<file path="config.mk">
export PLATFORM = sky130hd
export DESIGN_NAME = servo_controller_top
export DESIGN_NICKNAME = d
export VERILOG_FILES = /design/src/rtl/servo_controller_top.sv
export SDC_FILE = /design/constraint.sdc
export NUM_CORES = 1
export LEC_CHECK = 0
export BUFFER_PORTS_ARGS = -buffer_cell sky130_fd_sc_hd__buf_2
export CORE_MARGIN = 10
export CORE_UTILIZATION = 49
export CTS_CLUSTER_SIZE = 40
export DETAILED_ROUTE_END_ITERATION = 8
export GPL_ROUTABILITY_DRIVEN = 0
export HOLD_SLACK_MARGIN = 0.15
export PLACE_DENSITY = 0.68
export SLEW_MARGIN = 20
export SYNTH_ARGS = -nofsm -noshare
export SYNTH_HDL_FRONTEND = slang
export SYNTH_SLANG_ARGS = --single-unit
</file>
<file path="constraint.sdc">
create_clock -name clock -period 4.4 [get_ports clock]
set_input_delay 1.1 -clock clock [delete_from_list [all_inputs] [get_ports clock]]
set_output_delay 1.1 -clock clock [all_outputs]
set_load 0.05 [all_outputs]
</file>
<file path="src/rtl/servo_controller_top.sv">
// Four-channel servo PWM generator sharing one frame counter; the addressed channel drives the
// output. Define SERVO_SHADOW_UPDATE_EN to latch duty codes only at frame wrap.
module servo_controller_top #(
  parameter int unsigned PERIOD_CYCLES    = 1000000,
  parameter int unsigned MIN_PULSE_CYCLES = 50000,
  parameter int unsigned STEP_CYCLES      = 196
) (
  input  logic       clock,
  input  logic       reset_n,
  input  logic       load,
  input  logic [7:0] switch_duty_cycle,
  input  logic [1:0] servo_address,
  output logic       servo_pwm_out
);

  localparam int unsigned CntW   = $clog2(PERIOD_CYCLES + 1);
  localparam int unsigned RawMax = MIN_PULSE_CYCLES + 255 * STEP_CYCLES;
  localparam int unsigned RawW   = $clog2(RawMax + 1);
  // Common width so the raw width and the period compare without truncation.
  localparam int unsigned CalcW  = (RawW > CntW) ? RawW : CntW;

  localparam logic [CntW-1:0]  LastCnt = CntW'(PERIOD_CYCLES - 1);
  localparam logic [CalcW-1:0] PeriodC = CalcW'(PERIOD_CYCLES);
  localparam logic [CalcW-1:0] MinC    = CalcW'(MIN_PULSE_CYCLES);
  localparam logic [CalcW-1:0] StepC   = CalcW'(STEP_CYCLES);

  logic [CntW-1:0]  cnt_q, cnt_d;
  logic             wrap;
  logic [7:0]       duty_q [4];
  logic [7:0]       duty_d [4];
  logic [7:0]       sel_duty;
  logic [CalcW-1:0] raw_width;
  logic [CntW-1:0]  pulse_width;
  logic             pwm_q, pwm_d;

  assign wrap  = (cnt_q == LastCnt);
  assign cnt_d = wrap ? '0 : cnt_q + 1'b1;

  always_comb begin
    duty_d = duty_q;
    if (load) begin
      duty_d[servo_address] = switch_duty_cycle;
    end
  end

`ifdef SERVO_SHADOW_UPDATE_EN
  logic [7:0] shadow_q [4];
  logic [7:0] shadow_d [4];

  always_comb begin
    shadow_d = shadow_q;
    if (wrap) begin
      shadow_d = duty_q;
    end
  end

  always_ff @(posedge clock or negedge reset_n) begin
    if (!reset_n) begin
      shadow_q <= '{default: '0};
    end else begin
      shadow_q <= shadow_d;
    end
  end

  assign sel_duty = shadow_q[servo_address];
`else
  assign sel_duty = duty_q[servo_address];
`endif

  always_comb begin
    raw_width   = MinC + CalcW'(sel_duty) * StepC;
    pulse_width = (raw_width > PeriodC) ? CntW'(PeriodC) : CntW'(raw_width);
    pwm_d       = (cnt_q < pulse_width);
  end

  always_ff @(posedge clock or negedge reset_n) begin
    if (!reset_n) begin
      cnt_q  <= '0;
      duty_q <= '{default: '0};
      pwm_q  <= 1'b0;
    end else begin
      cnt_q  <= cnt_d;
      duty_q <= duty_d;
      pwm_q  <= pwm_d;
    end
  end

  assign servo_pwm_out = pwm_q;

endmodule

</file>
Word level (Yosys, flattened, before mapping)
Index checks and enable logic that the tools add are counted.

Output and inout port bits: 1. Flip-flop bits (word level): 53.

Bitwise operators: 1. Multiplexer cells: 8. Reductions and logical operators: 1. Multiply operators: 1. Magnitude comparators: 4. $add $sub $neg: 2. Equality and inequality tests: 1.

Operator list (number): $mux 20 (2); $bwmux 32 (1); $mux 8 (3); $add 20x1->20 const B (1); $eq 20x20->1 const B (1); $gt 17x20->1 const B (1); $lt 20x20->1 (1); $add 16x16->17 const A (1); $bmux 8 s2 (1); $demux 8 s2 (1); $mul 8x6->14 const B (1); $ge 3x3->1 const B (1); $lt 3x1->1 const B (1); $not 2->3 (1); $logic_and 1x1->1 (1).

Logic depth before layout (Yosys ltp)
Gate-level depths: netlist (run 1).

Depth in word-level cells: 9. Mapped depth: 20.

Worst setup path after synthesis (run 1)
Ideal clock, no wire load.

Path kind: input-to-reg. From: in servo_address[0]. To: reg pwm_q (netlist: servo_pwm_out). Buffers on the path: 1. Setup time: 0.067 ns. Data arrival time: 5.338 ns. Data required time: 4.333 ns. Setup slack: -1.004 ns. Cell stages on the path: 19. Path through: buf_2 > mux4_2 > ha_1 > fa_1 > ha_1 > ha_1 > inv_1 > fa_1 > nand2b_1 > o311a_4 > nand3_2 > mux2i_1 > xor2_1 > ha_1 > a21o_1 > a21oi_1 > nor2b_1 > o21ai_0 > and3_1.

Word-level cells in the longest chain between the ends: 9.

RTL lines: start, declared (line 12) `input logic [1:0] servo_address,`; $not 2->3 (implied by the code) * (line 67) `assign sel_duty = duty_q[servo_address];`; $bmux 8 s2 * (line 67); $mux 8 (implied by the code) * (2 in a row) (line 67); $mul 8x6->14 * (line 71) `raw_width = MinC + CalcW'(sel_duty) * StepC;`; $add 16x16->17 * (line 71); $gt 17x20->1 (line 72) `pulse_width = (raw_width > PeriodC) ? CntW'(PeriodC) : CntW'(raw_width);`; $mux 20 * (line 72); $lt 20x20->1 * (line 73) `pwm_d = (cnt_q < pulse_width);`; via pwm_d (line 34) `logic pwm_q, pwm_d;`; end signal, assigned (line 84) `pwm_q <= pwm_d;`; end, declared (line 34).

The timed path passes the listed nets; every way through them passes the cells marked *. The select of a mux whose other input is x is not followed. A chain may end at the register's enable or synchronous reset.

Final worst setup path (run 1)
Ends and elaborated chain as after synthesis.

==> flow_summary.toml, run 1 <==
[logic_synthesis]
synth-seq-cells = 53
synth_area_sq_mm = 0.003416
ys.warnings.count = 0
synth_edf_count = 0
ys.flop_type = "dfrtp_1"
syn_inst = 286
synth_async_sr_flop_share_pct = 100.0
ys_seq_area_share_pct = 38.83
yosys.cell_types.count = 39
syn-num-nets = 345
synth.avg_cell_area_sq_um = 11.94

[final_layout]
drive_gt1_share_pct = 33.72
area_growth_pct = 18.28
diodes = 0
final_common_cell = "dfrtp_1"
nets = 399
final_cell_mix = "53 x dfrtp_1, 39 x ha_1, 37 x buf_4"

[route]
drtIter0Drc = 41
drt_wl_total_mm = 6.492
drc_errors = 0
ant_nets = 0
num_vias = 2286
drt_pass1_iterations = 4
vias_per_cell = 5.231
wl_per_cell_um = 14.86

[sta]
finalSetupViolations = 1
tightestPinTransition_ps = 753.6
slew_headroom_pct = 49.54
finalHoldViolations = 0
skew_ps = 6.261
layout_min_cycle_time_ps = 4954
fmax_ghz = 0.2018
fin_hold_ws_ps = 512.2
min_period_over_period_pct = 112.6
finalWorstSetupSlack_ps = -554.3
rsz0062_at_grt = "true"
slew_viol_final = 0

[power_and_ir_drop]
p_switching_w = 0.001158
combPwrFrac_pct = 71.2
p_seq_share_pct = 19.3
pwr-share-clk_pct = 9.6
swShare_pct = 39.10
p_leak_nw = 1.911
p_int_w = 0.001804
powerDensity_mw_per_mm2 = 733.2
vdd_drop_max_uv = 432.9

[worst_setup_path]
rr_endpoint = "servo_pwm_out"
r2r_slack_ps = -70
reg2regPathDepth = 18
cp.required_ps = 4650
cp.arrival_ps = 5210
crit_start = "servo_address[0]"
timing.rr.start = "duty_q[2]"
startpoint_type = "input port"
cp_max_fo = 5
endpoint_kind = "register"
path_class = "in2reg"

[hold_path]
hold_end = "duty_q[13]"
hold_start = "duty_q[13]"
worstHoldPathCells = 1
min_path_type = "reg2reg"

[status]
violations = "negative setup slack"
status = "complete, but fails checks"

[clock_network]
htreeDepth = 2
postCtsHoldBufs = 0
cts_tree = "yes"
cts_made_buffers = 5
cts_root_buffer = "clkbuf_8"
cts.sinks = 53
clk_pin_slew_ps = 100
insertion_delay_ps = 310
clk_path_buf_depth = 2

[floorplan]
fp.dieW_um = 103.5
core-area_sq_mm = 0.006794
row_count = 30
die_area_sq_mm = 0.01071
fp.dieH_um = 103.5
io_pins = 14
start_util_pct = 50.28

[placement]
dpl.hpwl_mm = 5.202
portBuffers = 13
pre_cts_ws_ps = -988.3

[grt]
antenna_found_initial = 0
grt.overflow.total = 0
grt_start_max_net_pins = 30
grt_pass1_wl_mm = 11.52
gr-usage-all-layers_pct = 13.53
grt_pass1_vias = 2463

[flow_run]
drv_cap = 0
## worst max-delay path, cell delays in order
cell      delay, ps
buf_12           90
mux4_2          580
ha_4            270
fa_1            430
ha_1            290
ha_2            180
inv_2            40
fa_1            510
nand2b_1         80
o311a_4         340
nand3_2          80
mux2i_1         210
xor2_1          170
ha_1            250
a21o_1          150
a21oi_1         120
nor2b_1          60
o21ai_1         110
and3_1          150
## registers in the layout, summed over array words and instances (netlist names)
register	cells
servo_pwm_out	1
cnt_q	20
duty_q	32
## synthesized netlist by cell type, drive strengths merged (2+ instances only)
library cell,n,area share (%)
a21o,7,1.5
a21oi,8,1.2
and2,3,0.62
and3,5,0.92
and4,2,0.51
buf,2,0.26
dfrtp,53,39
fa,3,1.8
ha,43,16
inv,8,0.88
mux2,32,11
mux2i,2,0.59
mux4,8,5.3
nand2,11,1.2
nand2b,4,0.73
nand3,10,1.6
nand3b,3,0.66
nand4,7,1.3
nor2,15,1.6
nor2b,6,1.1
nor3,2,0.29
nor4,2,0.37
o21ai,7,1.0
xnor2,17,4.4
xor2,15,3.8
## stage by stage
step,instances,power [W],cell area [sq um],utilization (%),TNS [ps]
final,437,0.002962,4040,59.47,-554.3
after floorplan,286,0.001915,3468,-,-754.5
after detailed placement,428,0.002620,3895,57.33,-988.3
after global routing,437,0.003275,4040,59.47,-790.6
after CTS,437,0.002949,4015,59.10,-551.6
after global placement,428,0.002589,3895,57.33,-962.3
## kinds of logic after synthesis
family,share of synthesized area (%)
flip-flops,38.83
AO/OA/AOI/OAI,5.495
XOR/XNOR,8.205
adder cells (fa/ha/maj),17.51
buffers and inverters,1.245
AND/OR/NAND/NOR,12.31
multiplexers,16.41
## what timing repair did
item | 4_1_cts | 5_1_grt
endpoints found under the hold margin | 0 | 0
resized for setup | 4 | 3
setup buffers | 1 | 0
setup endpoints to repair | 1 | 1
pin swaps | 5 | 1
## area by class of cell
| type | instances | area, sq um |
|---|---|---|
| clock buffers | 5 | 68.82 |
| clock inverters | 3 | 21.27 |
| fillers | 563 | 2754 |
| inverters | 8 | 30.03 |
| multi-input cells | 222 | 2116 |
| flip-flops and latches | 53 | 1326 |
| well taps | 96 | 120.1 |
| repair buffers | 50 | 357.8 |
## worst max-delay path by stage
stage	depth (start not counted)	to
4_1_cts	19	servo_pwm_out
6_report	19	servo_pwm_out
3_3_place_gp	19	servo_pwm_out
2_1_floorplan	19	servo_pwm_out
3_5_place_dp	18	servo_pwm_out
5_1_grt	19	servo_pwm_out
## per-layer routing
layer	global-route usage (%)	wire, um
met1	16.97	3069
met2	23.00	3195
met3	2.857	126
met4	3.636	101
met5	0	0
## power by group through the flow
stage	clock network, W	logic [W]	registers [W]
after floorplan	0	0.00135	0.000569
after global placement	0	0.00201	0.000578
after detailed placement	0	0.00204	0.000581
after CTS	0.000290	0.00209	0.000571
after global routing	0.000316	0.00238	0.000577
final	0.000283	0.00211	0.000571
Note: power is estimated with default switching activity, not from simulation.
==> run 2: changes to the inputs <==
Settings changed: CORE_UTILIZATION 49 to 60, PLACE_DENSITY 0.68 to 0.78.
Clock period 4.4 ns to 5.1 ns, I/O delays scaled along.
==> run 2 against run 1 <==
The flow still finishes with violations (negative setup slack). Sequential power down 14%. Register-to-register slack improved by 710 ps. Largest cell class unchanged. Routed wire length is 0.34% higher. Cell count decreased by 6.2%. Final area shrank 1.4%. Critical path depth is the same. Count of clock-buffer cells in the layout increased by 1. Hold slack got worse by 2.8 ps. Global-route usage grew 2.0 points. Sequential cell count is the same. First-iteration DRC count increased by 110%. Worst setup slack gained 500 ps.
==> flow_summary.toml, run 2 (synthesis gave the netlist of run 1 again) <==
[clock_network]
insertion_delay_ps = 310
cts_tree = "yes"
clk_pin_slew_ps = 90
cts_setup_buffers = 0
cts.sinks = 53
postCtsHoldBufs = 0
cts_root_buffer = "clkbuf_8"
clk_path_buf_depth = 2
cts_made_buffers = 5
htreeDepth = 2

[route]
drt_pass1_iterations = 4
vias_per_cell = 5.829
drt_wl_total_mm = 6.514
ant_nets = 0
drtIter0Drc = 87
num_vias = 2390
wl_per_cell_um = 15.89
drc_errors = 0

[sta]
rsz0062_at_grt = "true"
slew_headroom_pct = 50.99
fin_hold_ws_ps = 509.4
layout_min_cycle_time_ps = 5150
finalWorstSetupSlack_ps = -49.98
finalHoldViolations = 0
setup_tns_ps = -49.98
slew_viol_final = 0
fmax_ghz = 0.1942
finalSetupViolations = 1
tightestPinTransition_ps = 732.0
min_period_over_period_pct = 101.0
skew_ps = 5.425

[hold_path]
min_path_type = "reg2reg"
hold_start = "cnt_q[0]"
worstHoldPathCells = 1

[final_layout]
regMostFlops = "duty_q"
diodes = 0
final_cell_mix = "53 x dfrtp_1, 39 x ha_1, 34 x buf_4"
area_growth_pct = 16.59
drive_gt1_share_pct = 33.14
final_common_cell = "dfrtp_1"
largest_reg_flops = 32
fill_cells = 387
nets = 396

[worst_setup_path]
slowest_stage = "mux4_2"
r2r_slack_ps = 640
timing.rr.start = "duty_q[2]"
startpoint_type = "input port"
cp.required_ps = 5350
crit_start = "servo_address[0]"
path_class = "in2reg"
slowest_delay_ps = 570
reg2regPathDepth = 18
endpoint_kind = "register"
cp_max_fo = 5
cp.arrival_ps = 5400
crit_chain = "buf_12 -> mux4_2 -> ha_4 -> fa_1 -> ha_1 -> ha_2 -> inv_2 -> fa_1 -> nand2b_1 -> o311a_4 -> nand3_2 -> mux2i_1 -> xor2_1 -> ha_1 -> a21o_1 -> a21oi_2 -> nor2b_1 -> o21ai_1 -> and3_1"

[flow_run]
drv_cap = 0

[grt]
grt.overflow.total = 0
gr-usage-all-layers_pct = 15.51
grt_pass1_vias = 2441
grt_start_max_net_pins = 54
grt_pass1_wl_mm = 11.23
antenna_found_initial = 0

[status]
status = "complete, but fails checks"
violations = "negative setup slack"

[power_and_ir_drop]
p_leak_nw = 1.887
power.total_w = 0.002537
powerDensity_mw_per_mm2 = 637.1
vdd_drop_max_uv = 389.0

[placement]
portBuffers = 13
dpl.hpwl_mm = 5.110
pre_cts_ws_ps = -532.2

[floorplan]
io_pins = 14
row_count = 27
die_area_sq_mm = 0.009111
core-area_sq_mm = 0.005507
fp.dieH_um = 95.45
fp.dieW_um = 95.45
start_util_pct = 62.03
-- run 2: per-stage QoR --
stage | instances | util [%] | cell area [sq um]
after floorplan | 286 | - | 3468
after global placement | 402 | 69.92 | 3850
after detailed placement | 402 | 70.01 | 3855
after CTS | 410 | 72.32 | 3983
after global routing | 410 | 72.32 | 3983
final | 410 | 72.32 | 3983
-- run 2: layout make-up --
type                    count  area, sq um  area share [%]
inverters                   8        30.03          0.7540
clock inverters             2        13.76          0.3456
clock buffers               6        72.57           1.822
repair buffers             47        335.3           8.420
well taps                  72        90.09           2.262
multi-input cells         222         2115           53.09
flip-flops and latches     53         1326           33.30
-- run 2: where the power goes --
group	leakage [nW]	switching, W	internal, W	total, W
logic	1.19	0.000849	0.000963	0.00181
registers	0.652	0.0000235	0.000468	0.000491
clock network	0.0456	0.000136	0.0000980	0.000234
-- run 2: worst max-delay path: cells and delay by family --
kind	cells	cell delay, ps
XOR/XNOR	1	170
multiplexers	2	780
adder cells (fa/ha/maj)	6	1950
AND/OR/NAND/NOR	4	370
AO/OA/AOI/OAI	4	720
buffers and inverters	2	130
-- run 2: what timing repair did --
action / in CTS / in global routing
gates resized for setup: 8 / 0
pin swaps: 4 / 1
setup endpoints to repair: 1 / 1
endpoints found under the hold margin: 0 / 0
-- run 2: worst paths after layout --
path                                  to
max                        servo_pwm_out
min                             cnt_q[0]
max reg2reg                servo_pwm_out
min reg2reg                     cnt_q[0]
max in group asynchronous       cnt_q[2]
min in group asynchronous      duty_q[0]
-- run 2: per-layer routing --
metal	track usage, %	part of all wire (%)	vias to the layer above
li1	-	-	1147
met1	20.18	48	1212
met2	25.91	48	24
met3	2.985	2.5	7
met4	4.054	1.1	0
met5	0	0	-
